### src/rtl/pulse_seq_pkg.sv
// -----------------------------------------------------------------------------
// pulse_seq_pkg
// Shared types and helpers for the pulse sequencer arbiter.
//   seq_state_t : sequencer FSM states (IDLE, RUN, DONE)
//   DEF_*       : default widths for requester count, period and pulse count
//   slice_of    : extract field idx of width w from a packed per-requester bus
// -----------------------------------------------------------------------------
`timescale 1ns/1ps

package pulse_seq_pkg;

    localparam int DEF_NREQ    = 4;
    localparam int DEF_CW      = 16;
    localparam int DEF_NW      = 8;

    // Widest packed bus / field the slice helper handles (8 requesters x 32 bits).
    localparam int MAX_BUS_W   = 256;
    localparam int MAX_SLICE_W = 32;

    typedef enum logic [1:0] {
        IDLE = 2'd0,
        RUN  = 2'd1,
        DONE = 2'd2
    } seq_state_t;

    function automatic logic [MAX_SLICE_W-1:0] slice_of(
        input logic [MAX_BUS_W-1:0] bus,
        input int unsigned          idx,
        input int unsigned          w
    );
        logic [MAX_BUS_W-1:0] shifted;
        logic [MAX_BUS_W-1:0] mask;
        shifted = bus >> (idx * w);
        mask    = ~({MAX_BUS_W{1'b1}} << w);
        return MAX_SLICE_W'(shifted & mask);
    endfunction

endpackage

### src/rtl/rr_arbiter.sv
// -----------------------------------------------------------------------------
// rr_arbiter
// Combinational round-robin selector. Searches req starting at ptr and
// wrapping, and reports the first set bit.
//   req [NREQ-1:0] : request vector
//   ptr [IW-1:0]   : index with highest priority this round
//   gnt [NREQ-1:0] : one-hot winner (all zero when req is zero)
//   idx [IW-1:0]   : binary index of the winner (0 when req is zero)
// -----------------------------------------------------------------------------
`timescale 1ns/1ps

module rr_arbiter
    import pulse_seq_pkg::*;
#(
    parameter int NREQ = DEF_NREQ,
    parameter int IW   = 2
) (
    input  logic [NREQ-1:0] req,
    input  logic [IW-1:0]   ptr,
    output logic [NREQ-1:0] gnt,
    output logic [IW-1:0]   idx
);

    logic          found;
    logic [IW-1:0] cand;

    always_comb begin
        gnt   = '0;
        idx   = '0;
        found = 1'b0;
        cand  = '0;
        for (int k = 0; k < NREQ; k++) begin
            cand = IW'((int'(ptr) + k) % NREQ);
            if (!found && req[cand]) begin
                found     = 1'b1;
                gnt[cand] = 1'b1;
                idx       = cand;
            end
        end
    end

endmodule

### src/rtl/pulse_seq_arbiter.sv
// -----------------------------------------------------------------------------
// pulse_seq_arbiter
// Shares one pulse-train generator among NREQ requesters. The round-robin
// winner's period/count are latched at grant; a burst of count single-cycle
// pulses spaced period cycles apart is emitted on pulse, then done[winner]
// strobes for one cycle.
//   clk       : system clock, rising edge
//   rst       : asynchronous active-low reset
//   req       : per-requester request level
//   period_in : packed periods, field i = [i*CW +: CW] (0 acts as 1)
//   count_in  : packed pulse counts, field i = [i*NW +: NW]
//   abort     : ends the current burst (only honoured in RUN)
//   grant     : one-hot winner, high from grant through the DONE cycle
//   busy      : high while pulses are being generated (RUN)
//   pulse     : shared single-cycle pulse
//   done      : one-cycle completion strobe to the served requester
//   aborted   : coincident with done when the burst was aborted
// -----------------------------------------------------------------------------
`timescale 1ns/1ps

module pulse_seq_arbiter
    import pulse_seq_pkg::*;
#(
    parameter int NREQ = DEF_NREQ,
    parameter int CW   = DEF_CW,
    parameter int NW   = DEF_NW
) (
    input  logic               clk,
    input  logic               rst,
    input  logic [NREQ-1:0]    req,
    input  logic [NREQ*CW-1:0] period_in,
    input  logic [NREQ*NW-1:0] count_in,
    input  logic               abort,
    output logic [NREQ-1:0]    grant,
    output logic               busy,
    output logic               pulse,
    output logic [NREQ-1:0]    done,
    output logic               aborted
);

    localparam int IW = (NREQ > 1) ? $clog2(NREQ) : 1;

    seq_state_t      state;
    seq_state_t      state_nxt;

    logic [IW-1:0]   ptr;
    logic [IW-1:0]   winner;
    logic [IW-1:0]   arb_idx;
    logic [NREQ-1:0] arb_gnt;
    logic [NREQ-1:0] grant_q;

    logic [CW-1:0]   cnt;
    logic [CW-1:0]   reload;      // max(period,1)-1 of the burst in service
    logic [CW-1:0]   period_sel;
    logic [CW-1:0]   reload_sel;
    logic [NW-1:0]   rem;
    logic [NW-1:0]   count_sel;
    logic            ab_flag;

    logic            any_req;
    logic            run_tick;    // cnt reached zero this RUN cycle
    logic            last_pulse;

    rr_arbiter #(
        .NREQ (NREQ),
        .IW   (IW)
    ) u_arb (
        .req  (req),
        .ptr  (ptr),
        .gnt  (arb_gnt),
        .idx  (arb_idx)
    );

    assign any_req    = |req;
    assign period_sel = CW'(slice_of(MAX_BUS_W'(period_in), 32'(arb_idx), CW));
    assign count_sel  = NW'(slice_of(MAX_BUS_W'(count_in), 32'(arb_idx), NW));
    // Period 0 is folded into period 1 here so the reload value is never -1.
    assign reload_sel = (period_sel == '0) ? '0 : period_sel - 1'b1;
    assign run_tick   = (state == RUN) && (cnt == '0);
    assign last_pulse = run_tick && (rem == NW'(1));

    // State register
    always_ff @(posedge clk or negedge rst) begin
        if (!rst) begin
            state <= IDLE;
        end else begin
            state <= state_nxt;
        end
    end

    // Next-state logic; abort outranks the last-pulse transition.
    always_comb begin
        state_nxt = state;
        case (state)
            IDLE: begin
                if (any_req) begin
                    state_nxt = (count_sel == '0) ? DONE : RUN;
                end
            end
            RUN: begin
                if (abort || last_pulse) begin
                    state_nxt = DONE;
                end
            end
            DONE:    state_nxt = IDLE;
            default: state_nxt = IDLE;
        endcase
    end

    // Burst counters, latched configuration, winner and round-robin pointer.
    always_ff @(posedge clk or negedge rst) begin
        if (!rst) begin
            cnt     <= '0;
            rem     <= '0;
            reload  <= '0;
            ab_flag <= 1'b0;
            winner  <= '0;
            grant_q <= '0;
            ptr     <= '0;
        end else begin
            case (state)
                IDLE: begin
                    if (any_req) begin
                        winner  <= arb_idx;
                        grant_q <= arb_gnt;
                        reload  <= reload_sel;
                        cnt     <= reload_sel;
                        rem     <= count_sel;
                        ab_flag <= 1'b0;
                    end
                end
                RUN: begin
                    if (abort) begin
                        ab_flag <= 1'b1;
                    end else if (run_tick) begin
                        cnt <= reload;
                        rem <= rem - 1'b1;
                    end else begin
                        cnt <= cnt - 1'b1;
                    end
                end
                DONE: begin
                    grant_q <= '0;
                    // Served requester drops to lowest priority next round.
                    ptr     <= (winner == IW'(NREQ - 1)) ? '0 : winner + 1'b1;
                end
                default: ;
            endcase
        end
    end

    // Output logic
    always_comb begin
        grant   = grant_q;
        busy    = (state == RUN);
        pulse   = run_tick && !abort;
        done    = (state == DONE) ? grant_q : '0;
        aborted = (state == DONE) && ab_flag;
    end

endmodule

### config.mk
export PLATFORM = sky130hd
export DESIGN_NAME = pulse_seq_arbiter
export DESIGN_NICKNAME = d
export VERILOG_FILES = /design/src/rtl/pulse_seq_pkg.sv /design/src/rtl/rr_arbiter.sv /design/src/rtl/pulse_seq_arbiter.sv
export SDC_FILE = /design/constraint.sdc
export NUM_CORES = 1
export LEC_CHECK = 0
export CAP_MARGIN = 30
export CORE_UTILIZATION = 50
export DETAILED_ROUTE_END_ITERATION = 10
export PLACE_DENSITY = 0.81
export SYNTH_ARGS = -nofsm -noshare
export SYNTH_HDL_FRONTEND = slang
export SYNTH_SLANG_ARGS = --single-unit
### constraint.sdc
create_clock -name clk -period 5.6 [get_ports clk]
set_clock_uncertainty 0.15 [all_clocks]
set_input_delay 1.12 -clock clk [delete_from_list [all_inputs] [get_ports clk]]
set_output_delay 1.12 -clock clk [all_outputs]
set_load 0.005 [all_outputs]
* After elaboration in Yosys (flattened, before gate mapping)
Cells that the tools add are included.
** Operators by class
- Eq/ne operators :: 9
- Shift-type cells :: 2
- Reduce and logical (&&, ||, !) cells :: 29
- Mux-type cells :: 47
- Bitwise gates (word level) :: 3
- $lt $le $gt $ge :: 8
- Add/subtract/negate cells :: 7
** Operator list (number)
- 16-bit 2-to-1 mux :: 4
- 64-bit by 6-bit right shift with 16-bit output :: 1
- 16-bit zero test :: 2
- 16-bit case mux with 2 select lines :: 1
- 32-bit by 5-bit right shift with 8-bit output :: 1
- 16-bit by 1-bit subtractor with 16-bit output (second input constant) :: 2
- 4-bit 2-to-1 mux :: 6
- 8-bit 2-to-1 mux :: 3
- 2-bit 2-to-1 mux :: 8
- 8-bit case mux with 2 select lines :: 1
- 1-bit 2-to-1 mux :: 13
- 2-bit by 3-bit < comparator with 1-bit output (second input constant) :: 4
- 4-bit OR :: 3
- 1-bit logical AND :: 11
- 1-bit binary-select mux with 2-bit select :: 4
- 1-bit demux with 2-bit select :: 4
- 8-bit by 1-bit == test with 1-bit output (second input constant) :: 1
- 2-bit by 1-bit >= comparator with 1-bit output (second input constant) :: 4
- 8-bit zero test :: 1
- 4-bit case mux with 2 select lines :: 1
- 8-bit by 1-bit subtractor with 8-bit output (second input constant) :: 1
- 2-bit != test (second input constant) :: 3
- 2-bit AND reduction :: 3
- 3-bit AND reduction :: 2
- other kinds (13) :: 21
** Word-level totals
- Input port bits :: 103
- Output and inout port bits :: 11
- Register bits after elaboration :: 51

* Logic depth before layout (Yosys ltp)
- Depth after elaboration :: 17
- Mapped depth :: 17
- Mapped depth without buffers :: 13

* Hierarchy
From an unflattened synthesis, not the netlist that was laid out.
** Second synthesis, totals
- Cell total of the unflattened synthesis :: 446
- Area, all modules :: 4215.3 µm²
** Modules (own cells, without submodules)
- pulse_seq_arbiter :: cells each 398, area each 3776.1 µm², sequential area each 1276.2 µm², instances 1
- rr_arbiter :: cells each 48, area each 439.2 µm², sequential area each 0.0 µm², instances 1

* Worst setup path before layout
No wires, ideal clock.
- Path kind :: input to register
- Start point :: input port req[0]
- End point :: register cnt[15]
- Cell stages on the path :: 14
- Arrival time :: 4310 ps
- Slack :: 1002 ps
- Path buffers :: 3
- Path through :: buf_8 -> and2b_2 -> o221a_2 -> o21ai_1 -> clkbuf_8 -> buf_2 -> mux4_2 -> inv_1 -> ha_1 -> inv_1 -> a21oi_1 -> nand4_4 -> nor4b_4 -> or4_1
** Between the ends
- Word-level cells in the longest chain between the ends :: 17
- Elaborated cells between the ends (all ways) :: 30
- Classes of those cells :: add/sub: 1; eq/ne: 1; shift: 1; mux: 18; reduce/logical: 9
** RTL lines
- from (decl) :: line pulse_seq_arbiter.sv:30 : input logic [NREQ-1:0] req,
- 1-bit binary-select mux with 2-bit select :: line rr_arbiter.sv:34 : if (!found && req[cand]) begin
- 1-bit 2-to-1 mux (not written as such) :: line rr_arbiter.sv:34
- 1-bit 2-to-1 mux :: line rr_arbiter.sv:34
- 1-bit zero test :: line rr_arbiter.sv:34
- 1-bit logical AND :: line rr_arbiter.sv:34
- 1-bit 2-to-1 mux :: line rr_arbiter.sv:34
- 1-bit zero test :: line rr_arbiter.sv:34
- 1-bit logical AND :: line rr_arbiter.sv:34
- 1-bit 2-to-1 mux :: line rr_arbiter.sv:34
- 1-bit zero test :: line rr_arbiter.sv:34
- 1-bit logical AND :: line rr_arbiter.sv:34
- 2-bit 2-to-1 mux :: line rr_arbiter.sv:34
- 64-bit by 6-bit right shift with 16-bit output :: line pulse_seq_pkg.sv:33 : shifted = bus >> (idx * w);
- 16-bit by 1-bit subtractor with 16-bit output / 16-bit zero test (equally long branches) :: line pulse_seq_arbiter.sv:78 : assign reload_sel = (period_sel == '0) ? '0 : period_sel - 1'b1;
- 16-bit 2-to-1 mux :: line pulse_seq_arbiter.sv:78
- 16-bit 2-to-1 mux :: line pulse_seq_arbiter.sv:123 : if (any_req) begin
- 16-bit case mux with 2 select lines :: line pulse_seq_arbiter.sv:121 : case (state)
- to (signal assigned) :: line pulse_seq_arbiter.sv:127 : cnt <= reload_sel;
- to (signal assigned) :: line pulse_seq_arbiter.sv:136 : cnt <= reload;
- to (signal assigned) :: line pulse_seq_arbiter.sv:139 : cnt <= cnt - 1'b1;
- to (decl) :: line pulse_seq_arbiter.sv:52 : logic [CW-1:0] cnt;
Several ways; a longest one is shown, not always the timed one. The select of a mux whose other input is x is not followed.
A chain may end at the register's enable or synchronous reset.

* Worst setup path after layout
- Start point :: input port req[3]
- End point :: register cnt[15]
The elaborated chain is that of the path after synthesis.

==> metrics.md <==
| Metric | Value |
|---|---|
| Outcome | completed |
| Maximum number of pins on one net before global-route repair | 37 |
| Worst reg2reg startpoint | ptr[1] |
| CTS root buf | clkbuf_8 |
| Clock tree sinks | 51 |
| Setup Viol. Count Final | 0 |
| Die area | 9039 um^2 |
| Setup Buffers After CTS | 0 |
| Number of fillers in the final layout | about 660 |
| Worst Hold Path EP | reload[6] |
| Post-CTS sizing | 0 |
| Worst-Skew Late Latency | roughly 0.31 ns |
| Reg2reg setup slack | approximately 0.93 ns |
| Most frequent cells in the layout | clkdlybuf4s50_1, dfrtp_1, o21ai_0 |
| Placed insts | 682 |
| CTS Buf Count | 5 |
| Seq. cell area | 1276 um^2 |
| Seq cells post-synth | 51 |
| Rel. slew slack | 37.62% |
| Max-slew violations | 0 |
| Internal power | 1430 uW |
| Starting Density | roughly 52% |
| IO Pins | approximately 110 |
| DR vias/cell | a little over 6 |
| Comb power frac | 66.1% |
| Worst EP required | 5.63 ns |
| Die X | approximately 95 um |
| CTS H-tree depth | 2 |
| PwrDens | between 400 and 500 nW/um^2 |
| Sequential element share of the synthesized area | about 29% |
| Reg clk slew, reported paths | ~0.10 ns |
| Port Buf Inserts | about 110 |
| EDFF count, synth | 0 |
| Ys flop type | dfrtp_1 |
| First-pass GRT wire length | 19250 um |
| Post-Route WL | between 10000 and 15000 um |
| Gpl congestion | 0.9293 |
| DP Wirelength | ~9400 um |
| Post-CTS Hold Fix Bufs | 0 |
| Finished Layout Cells | roughly 700 |
| RR Endpoint | cnt[15] |
| Worst-path fanout max | 19 |
| Most common cell after layout, fill and taps aside | clkdlybuf4s50_1 |
| CTS tree | yes |
| Die Y | approximately 95 um |
| Layout net count | 700 |
| CP arrival | 4.82 ns |
| Net Sw Power | about 1300 uW |
| Setup crit start kind | primary input |
| Min cycle time layout | 4.783 ns |
| Hold Violations, Final | 0 |
| Switch share | approximately 48% |
| Initial antenna violation count | 0 |
| Max-cap violations | 0 |
| Clock Path Buffers | 2 |
| Crit path kind | primary input to register |
| Multi-input gate area | between 2000 and 3000 um^2 |
| Async SR Flop Fraction | 100.0% |
| # rows | 33 |
| Layout area overhead | 29.69% |
| GRT Total Usage | 27.33% |
| Post-synth cell types | 70 |
| Leakage | 0.002298 uW |
| Setup crit end kind | register |
| Setup TNS | 0 ns |
| Hold Path Stages | 2 |
| Clock power share | 7.8% |
| Ys Warns | 0 |
| Hold/Removal Path Class | register to register |
| Syn_area_per_cell | 9.043 um^2 |
| Sequential share of power | 26.1% |
| Highest Clock Rate | between 0.2 and 0.25 GHz |
| Share of cells above drive strength 1 | ~7.5% |
| Core Region | 8299 um^2 |
| Post-Syn Area | 4332 um^2 |
| Synth Instances | ~480 |
| RSZ-0062 raised after global routing | no |
| Initial DRT Pass Iterations | 5 |
| Worst-case vdd ir drop | 0.0002723 V |
| Vias | approximately 4300 |
| GRT overflow | 0 |
| Final period util | 85.41% |
| Hold wc startpoint | reload[6] |
| Post-route ant nets | 0 |
| R2r worst-path depth | 11 |
| Vias in the first global route | between 4000 and 5000 |
| Initial detailed-routing violation count | between 300 and 400 |
| Per-cell routed wire length | roughly 17 um |
| N_diodes | 0 |
| Syn_nets | ~600 |
| Worst Tran Pin Value | approximately 0.94 ns |
| # DRC | 0 |
-- power by group through the flow --
stage	sequential [uW]	combinational, uW	clock, uW
2_1_floorplan	668	1350	0
3_3_place_gp	706	1740	0
3_5_place_dp	718	1800	0
4_1_cts	714	1800	215
5_1_grt	740	2000	225
6_report	719	1820	214
-- layer usage --
layer / wire, um / GRT usage (%) / vias to the layer above / share of wire (%)
li1: - / - / 2016 / -
met1: 5152 / 36.69 / 2003 / 43
met2: 5733 / 44.17 / 226 / 48
met3: 835 / 4.466 / 31 / 6.9
met4: 327 / 10.23 / 0 / 2.7
met5: 0 / 0 / - / 0
-- synth_stat cells, types with 3 or more instances --
cell type	instances	area share, %
nand2b_1	8	1.2
o22ai_1	3	0.43
xor2_1	6	1.2
dfrtp_1	51	29
o211ai_1	3	0.52
or4_1	4	0.69
nor2_1	39	3.4
inv_1	19	1.6
a22o_1	3	0.61
clkbuf_8	5	1.6
nand3_1	19	2.2
a22oi_1	9	1.6
o21ai_0	40	4.6
mux2i_1	28	6.5
xnor2_1	6	1.2
a221oi_1	4	0.81
clkbuf_1	14	1.2
o21ai_1	4	0.46
mux4_1	11	6.7
a211oi_1	8	1.4
o21a_1	4	0.69
ha_1	13	3.8
o31ai_1	6	1.0
nor4_1	6	0.87
nand4_1	3	0.43
nand2_1	37	3.2
nor3_1	17	2.0
or3_1	6	0.87
mux4_2	5	2.6
and2_1	5	0.72
a21oi_1	38	4.4
buf_2	4	0.46
-- area by class of cell --
class                   count  share of cell area (%)
repair buffers            125                   22.09
well taps                 105                   2.339
flip-flops and latches     51                   22.72
multi-input cells         382                   50.07
inverters                  19                   1.269
clock inverters             2                  0.2227
clock buffers               6                   1.292
-- worst max-delay path, stage by stage --
cell and delay, ns:
clkdlybuf4s50_1 0.59, mux2i_1 0.28, a21oi_1 0.11, o22ai_2 0.50, buf_12 0.25, mux4_1 0.64, nor4b_4 0.43, nand4_4 0.20
nor4b_4 0.18, or4_1 0.50
-- state kept, by name, summed over array words and instances, names as in the netlist --
name,flops
winner,2
rem,8
reload,16
cnt,16
grant,4
state,2
ptr,2
ab_flag,1
-- stage by stage --
stage | utilization (%) | power, uW | area, um^2 | hold slack [ns] | setup WS, ns
after detailed placement | 66.67 | 2519 | 5533 | 0.3194 | 0.4848
after global placement | 66.43 | 2442 | 5513 | 0.3060 | 0.6092
after global routing | 67.69 | 2966 | 5618 | 0.3577 | 0.5457
after CTS | 67.69 | 2734 | 5618 | 0.3419 | 0.8175
after floorplan | - | 2021 | 4332 | 0.2947 | 1.002
final | 67.69 | 2757 | 5618 | 0.3415 | 0.8171
-- logic make-up after synthesis --
| family | count (synthesis) | synth area share [%] |
|---|---|---|
| compound gates | 146 | 21.69 |
| xor+xnor | 12 | 2.426 |
| fa+ha+maj | 13 | 3.755 |
| buf+inv | 46 | 5.864 |
| flops | 51 | 29.46 |
| mux | 47 | 16.70 |
| simple gates | 164 | 20.10 |
-- worst max path at each step --
stage / start / end / slack [ns]
final: req[3] / cnt[15] / 0.82
after global routing: req[3] / cnt[15] / 0.55
after CTS: req[3] / cnt[15] / 0.82
after detailed placement: req[3] / cnt[15] / 0.48
after global placement: req[3] / cnt[15] / 0.61
after floorplan: req[0] / cnt[15] / 1.00
(Power assumes the default switching activity.)
